## src/rtl/mc_main_fsm.sv

```systemverilog
// Main control FSM for the multicycle RV32I core: sequences fetch, decode,
// execute, memory and writeback over the shared datapath.
module mc_main_fsm (
  input  logic       clk,
  input  logic       rst_n,
  input  logic [6:0] op,
  input  logic       mem_ready,
  output logic       mem_req,
  output logic       AdrSrc,
  output logic       IRWrite,
  output logic       PCUpdate,
  output logic       Branch,
  output logic       RegWrite,
  output logic       MemWrite,
  output logic [1:0] ResultSrc,
  output logic [1:0] ALUSrcA,
  output logic [1:0] ALUSrcB,
  output logic [1:0] ALUOp,
  output logic       illegal,
  output logic [3:0] state
);

  typedef enum logic [3:0] {
    S_FETCH    = 4'd0,
    S_DECODE   = 4'd1,
    S_MEMADR   = 4'd2,
    S_MEMREAD  = 4'd3,
    S_MEMWB    = 4'd4,
    S_MEMWRITE = 4'd5,
    S_EXECR    = 4'd6,
    S_EXECI    = 4'd7,
    S_ALUWB    = 4'd8,
    S_BRANCH   = 4'd9,
    S_JAL      = 4'd10,
    S_ILLEGAL  = 4'd11
  } state_t;

  localparam logic [6:0] OP_LOAD   = 7'b0000011;
  localparam logic [6:0] OP_STORE  = 7'b0100011;
  localparam logic [6:0] OP_RTYPE  = 7'b0110011;
  localparam logic [6:0] OP_ITYPE  = 7'b0010011;
  localparam logic [6:0] OP_BRANCH = 7'b1100011;
  localparam logic [6:0] OP_JAL    = 7'b1101111;

  state_t state_q, state_d;

  logic       req_s, adr_s, irw_s, pcu_s, br_s, rw_s, mw_s, ill_s;
  logic [1:0] rsrc_s, srca_s, srcb_s, aluop_s;

  always_ff @(posedge clk or negedge rst_n) begin
    if (!rst_n) state_q <= S_FETCH;
    else        state_q <= state_d;
  end

  always_comb begin
    state_d = state_q;
    req_s   = 1'b0;
    adr_s   = 1'b0;
    irw_s   = 1'b0;
    pcu_s   = 1'b0;
    br_s    = 1'b0;
    rw_s    = 1'b0;
    mw_s    = 1'b0;
    ill_s   = 1'b0;
    rsrc_s  = 2'b00;
    srca_s  = 2'b00;
    srcb_s  = 2'b00;
    aluop_s = 2'b00;

    case (state_q)
      S_FETCH: begin
        req_s  = 1'b1;
        srcb_s = 2'b10;
        rsrc_s = 2'b10;
        irw_s  = mem_ready;
        pcu_s  = mem_ready;
        if (mem_ready) state_d = S_DECODE;
      end
      S_DECODE: begin
        srca_s = 2'b01;
        srcb_s = 2'b01;
        case (op)
          OP_LOAD, OP_STORE: state_d = S_MEMADR;
          OP_RTYPE:          state_d = S_EXECR;
          OP_ITYPE:          state_d = S_EXECI;
          OP_BRANCH:         state_d = S_BRANCH;
          OP_JAL:            state_d = S_JAL;
          default:           state_d = S_ILLEGAL;
        endcase
      end
      S_MEMADR: begin
        srca_s  = 2'b10;
        srcb_s  = 2'b01;
        state_d = (op == OP_LOAD) ? S_MEMREAD : S_MEMWRITE;
      end
      S_MEMREAD: begin
        req_s = 1'b1;
        adr_s = 1'b1;
        if (mem_ready) state_d = S_MEMWB;
      end
      S_MEMWB: begin
        rsrc_s  = 2'b01;
        rw_s    = 1'b1;
        state_d = S_FETCH;
      end
      S_MEMWRITE: begin
        req_s = 1'b1;
        adr_s = 1'b1;
        mw_s  = mem_ready;
        if (mem_ready) state_d = S_FETCH;
      end
      S_EXECR: begin
        srca_s  = 2'b10;
        aluop_s = 2'b10;
        state_d = S_ALUWB;
      end
      S_EXECI: begin
        srca_s  = 2'b10;
        srcb_s  = 2'b01;
        aluop_s = 2'b10;
        state_d = S_ALUWB;
      end
      S_ALUWB: begin
        rw_s    = 1'b1;
        state_d = S_FETCH;
      end
      S_BRANCH: begin
        srca_s  = 2'b10;
        aluop_s = 2'b01;
        br_s    = 1'b1;
        state_d = S_FETCH;
      end
      S_JAL: begin
        srca_s  = 2'b01;
        srcb_s  = 2'b10;
        pcu_s   = 1'b1;
        state_d = S_ALUWB;
      end
      S_ILLEGAL: begin
        ill_s   = 1'b1;
        state_d = S_ILLEGAL;
      end
      default: state_d = S_FETCH;
    endcase
  end

  // Outputs are forced quiet combinationally while reset is held, so an
  // abandoned instruction can never emit a write after rst_n falls.
  assign mem_req   = rst_n & req_s;
  assign AdrSrc    = rst_n & adr_s;
  assign IRWrite   = rst_n & irw_s;
  assign PCUpdate  = rst_n & pcu_s;
  assign Branch    = rst_n & br_s;
  assign RegWrite  = rst_n & rw_s;
  assign MemWrite  = rst_n & mw_s;
  assign illegal   = rst_n & ill_s;
  assign ResultSrc = {2{rst_n}} & rsrc_s;
  assign ALUSrcA   = {2{rst_n}} & srca_s;
  assign ALUSrcB   = {2{rst_n}} & srcb_s;
  assign ALUOp     = {2{rst_n}} & aluop_s;
  assign state     = state_q;

endmodule

```

## config.mk

```make
export PLATFORM = sky130hd
export DESIGN_NAME = mc_main_fsm
export DESIGN_NICKNAME = d
export VERILOG_FILES = /design/src/rtl/mc_main_fsm.sv
export SDC_FILE = /design/constraint.sdc
export NUM_CORES = 1
export LEC_CHECK = 0
export ABC_AREA = 1
export CAP_MARGIN = 10
export CORE_AREA = 2 2 39 41
export CTS_BUF_LIST = sky130_fd_sc_hd__clkbuf_8
export DETAILED_ROUTE_END_ITERATION = 6
export DIE_AREA = 0 0 41 43
export PLACE_DENSITY = 0.93
export SETUP_SLACK_MARGIN = 0.3
export SYNTH_ARGS = -nofsm -noshare
export SYNTH_HDL_FRONTEND = slang
export SYNTH_SLANG_ARGS = --single-unit
```

## constraint.sdc

```tcl
create_clock -name clk -period 2.8 [get_ports clk]
set_input_delay 0.84 -clock clk [delete_from_list [all_inputs] [get_ports clk]]
set_output_delay 0.84 -clock clk [all_outputs]
set_load 0.005 [all_outputs]
```

==> run_results.csv <==
group,metric,value,unit
synth,syn_nets,102,
cells_and_area,largest_reg_flops,4,
global_route,antenna_found_initial,0,
hold_path,hp-class,"input port to asynchronous set/reset pin",
worst_setup_path,path_buf_inv,5,
synth,synth_top_cell_by_area,"dfrtp_1",
cells_and_area,area_growth,82.2,%
placed_design,dpl_cell_area,840,sq um
die,coreArea,1380,sq um
synth,ys_ff_latch,4,
synth,synth_top_area_share,19.8,%
clock_network,cts_num_sinks,4,
global_route,grt_pass1_vias,684,
die,dieArea,1760,sq um
sta,setup_violations,0,
synth,netlist_top_cells_count,"nand2_1, nor2_1, inv_1, nand3_1",
route,routed_wl,1510,um
global_route,grt.overflow.total,0,
synth,synthArstFlopShare,100,%
synth,ys_types,19,
sta,slew_viol_final,0,
die,row_count,14,
worst_setup_path,critPathMaxStageDelay,220,ps
power_and_ir_drop,power_density,778,nW/um^2
clock_network,cts_buffer_depth,2,
cells_and_area,stdcell_area,923,sq um
placed_design,hpwlAfterDp,1200,um
run,maxCapViolCount,0,
worst_setup_path,cp_top_family,"buffers and inverters",
power_and_ir_drop,leakage,0.492,nW
clock_network,numCtsBuffers,3,
sta,max_freq,0.401,GHz
placed_design,place_congestion,0.889,
clock_network,h-tree-depth,1,
route,antenna_left,0,
die,ioPinCount,30,
die,start_util,36.6,%
worst_setup_path,arrival,1660,ps
route,routedWlPerCell,10.2,um
route,post_drt_via_cell_ratio,4.85,
sta,finalCriticalPeriod,2500,ps
cells_and_area,layout-drive-gt1-share,28.8,%
sta,worst_pin_slew,225,ps
worst_setup_path,cp_common_cell,"buf_4",
synth,avgSynthCellArea,5.51,sq um
die,die_y,43,um
sta,hold_viol,0,
cells_and_area,nets,144,
worst_setup_path,cp.required,1960,ps
synth,synth-edff-count,0,
synth,syn-cell-area,507,sq um
route,drc_errors,0,
placed_design,portBuffers,29,
worst_setup_path,start_kind,"input port",
worst_setup_path,critPathMaxFanout,4,
worst_setup_path,endpoint_kind,"output pin",
cells_and_area,n_antenna_cell,0,
route,drt_iter0_drc,16,
synth,synth_most_common_cell,"nand2_1",
route,firstDrtPassIters,4,
clock_network,cts.reportedPaths.clkPinSlew,30,ps
route,vias,718,
global_route,grt_pass1_wl,2540,um
clock_network,tritoncts,"built",
worst_setup_path,cp_cell_sequence,"buf_4, clkinv_4, buf_4, buf_4, o21ai_1, clkdlybuf4s15_2",
clock_network,cts-root-buf,"clkbuf_8",
synth,synth_area_leaders,"dfrtp_1, nand2_1, nor2_1, inv_1, nand3_1",
synth,yosysWarnings,0,
run_status,run_status,"complete, no violations",
power_and_ir_drop,ir_worst_vdd,0.000529,V
clock_network,clk_latency,210,ps
synth,synth_ff_type,"dfrtp_1",
global_route,grt_max_degree,8,
sta,post-route-period-util,89.1,%
cells_and_area,final_util,66.7,%
synth,netlist_instances,92,
worst_setup_path,slowest_stage,"clkdlybuf4s15_2",
sta,slew_headroom,85.0,%
synth,ys_seq_area_share,19.8,%
global_route,grt_use_total,20.8,%
sta,rsz0062_at_grt,"true",
die,die_x,41,um
worst_setup_path,criticalPathCategory,"input port to output pin",
sta,finClkSkew,0.568,ps
==> layer usage <==
layer | vias up | track usage, % | share of wire, %
met1 | 326 | 23.0 | 42
met4 | 0 | 4.67 | 0
met5 | - | 0 | 0
li1 | 367 | - | -
met2 | 25 | 36.6 | 53
met3 | 0 | 6.28 | 5.0
==> power by group <==
group | internal (mW) | switching, mW | total, mW
clock network | 0.0916 | 0.0291 | 0.121
logic | 0.223 | 0.255 | 0.479
registers | 0.0829 | 0.0358 | 0.119
==> cell families (layout without fill, tap and decap cells) <==
logic type	Yosys count	after routing	synth area share, %
DFF	4	4	19.8
and+or+nand+nor	54	54	49.1
buffers and inverters	20	60	15.6
AOI/OAI and AO/OA	14	14	15.6
==> timing repair <==
item | 4_1_cts | 5_1_grt
gates resized for setup | 35 | 5
hold buffers | 0 | 0
pin swaps | 4 | 0
cloned | 0 | 0
buffers inserted | 5 | 0
endpoints found under the setup margin | 16 | 4
==> cells in the final DEF (no fill, tap or decap), drive strengths merged <==
| cell type | n |
|---|---|
| clkdlybuf4s50 | 11 |
| dfrtp | 4 |
| o2111ai | 1 |
| buf | 10 |
| nor2 | 20 |
| clkinv | 1 |
| nand3 | 9 |
| a31oi | 1 |
| clkbuf | 5 |
| nor3 | 2 |
| inv | 18 |
| o21ai | 6 |
| nand2 | 23 |
| clkdlybuf4s15 | 2 |
| a21oi | 5 |
| dlygate4sd2 | 13 |
| a22o | 1 |
==> per-stage QoR <==
| stage | TNS (ps) | setup slack [ps] | power [mW] | hold WS [ps] | cells |
|---|---|---|---|---|---|
| floorplan | 0 | 494 | 0.373 | 544 | 92 |
| global placement | -4800 | -372 | 0.576 | 661 | 140 |
| detailed placement | -5210 | -439 | 0.586 | 674 | 140 |
| CTS | 0 | 311 | 0.717 | 532 | 148 |
| global route | 0 | 281 | 0.783 | 537 | 148 |
| finish | 0 | 305 | 0.718 | 534 | 148 |
==> worst paths after layout <==
check                          from          to  slack (ps)  cells after the start
setup / recovery              rst_n  ALUSrcA[0]         300                      6
hold / removal                rst_n    state[3]         530                      2
setup reg to reg           state[3]    state[0]        1570                      8
hold reg to reg            state[1]    state[2]         680                      3
max in group asynchronous     rst_n    state[0]        2160                      2
min in group clk           state[1]    state[2]         680                      3
==> area by class of cell <==
| class | count | area [sq um] |
|---|---|---|
| multi-input cells | 68 | 350 |
| flip-flops and latches | 4 | 100 |
| clock buffers | 3 | 41.3 |
| fillers | 119 | 460 |
| repair buffers | 38 | 335 |
| inverters | 19 | 76.3 |
| well taps | 16 | 20.0 |
(Power assumes the default switching activity.)
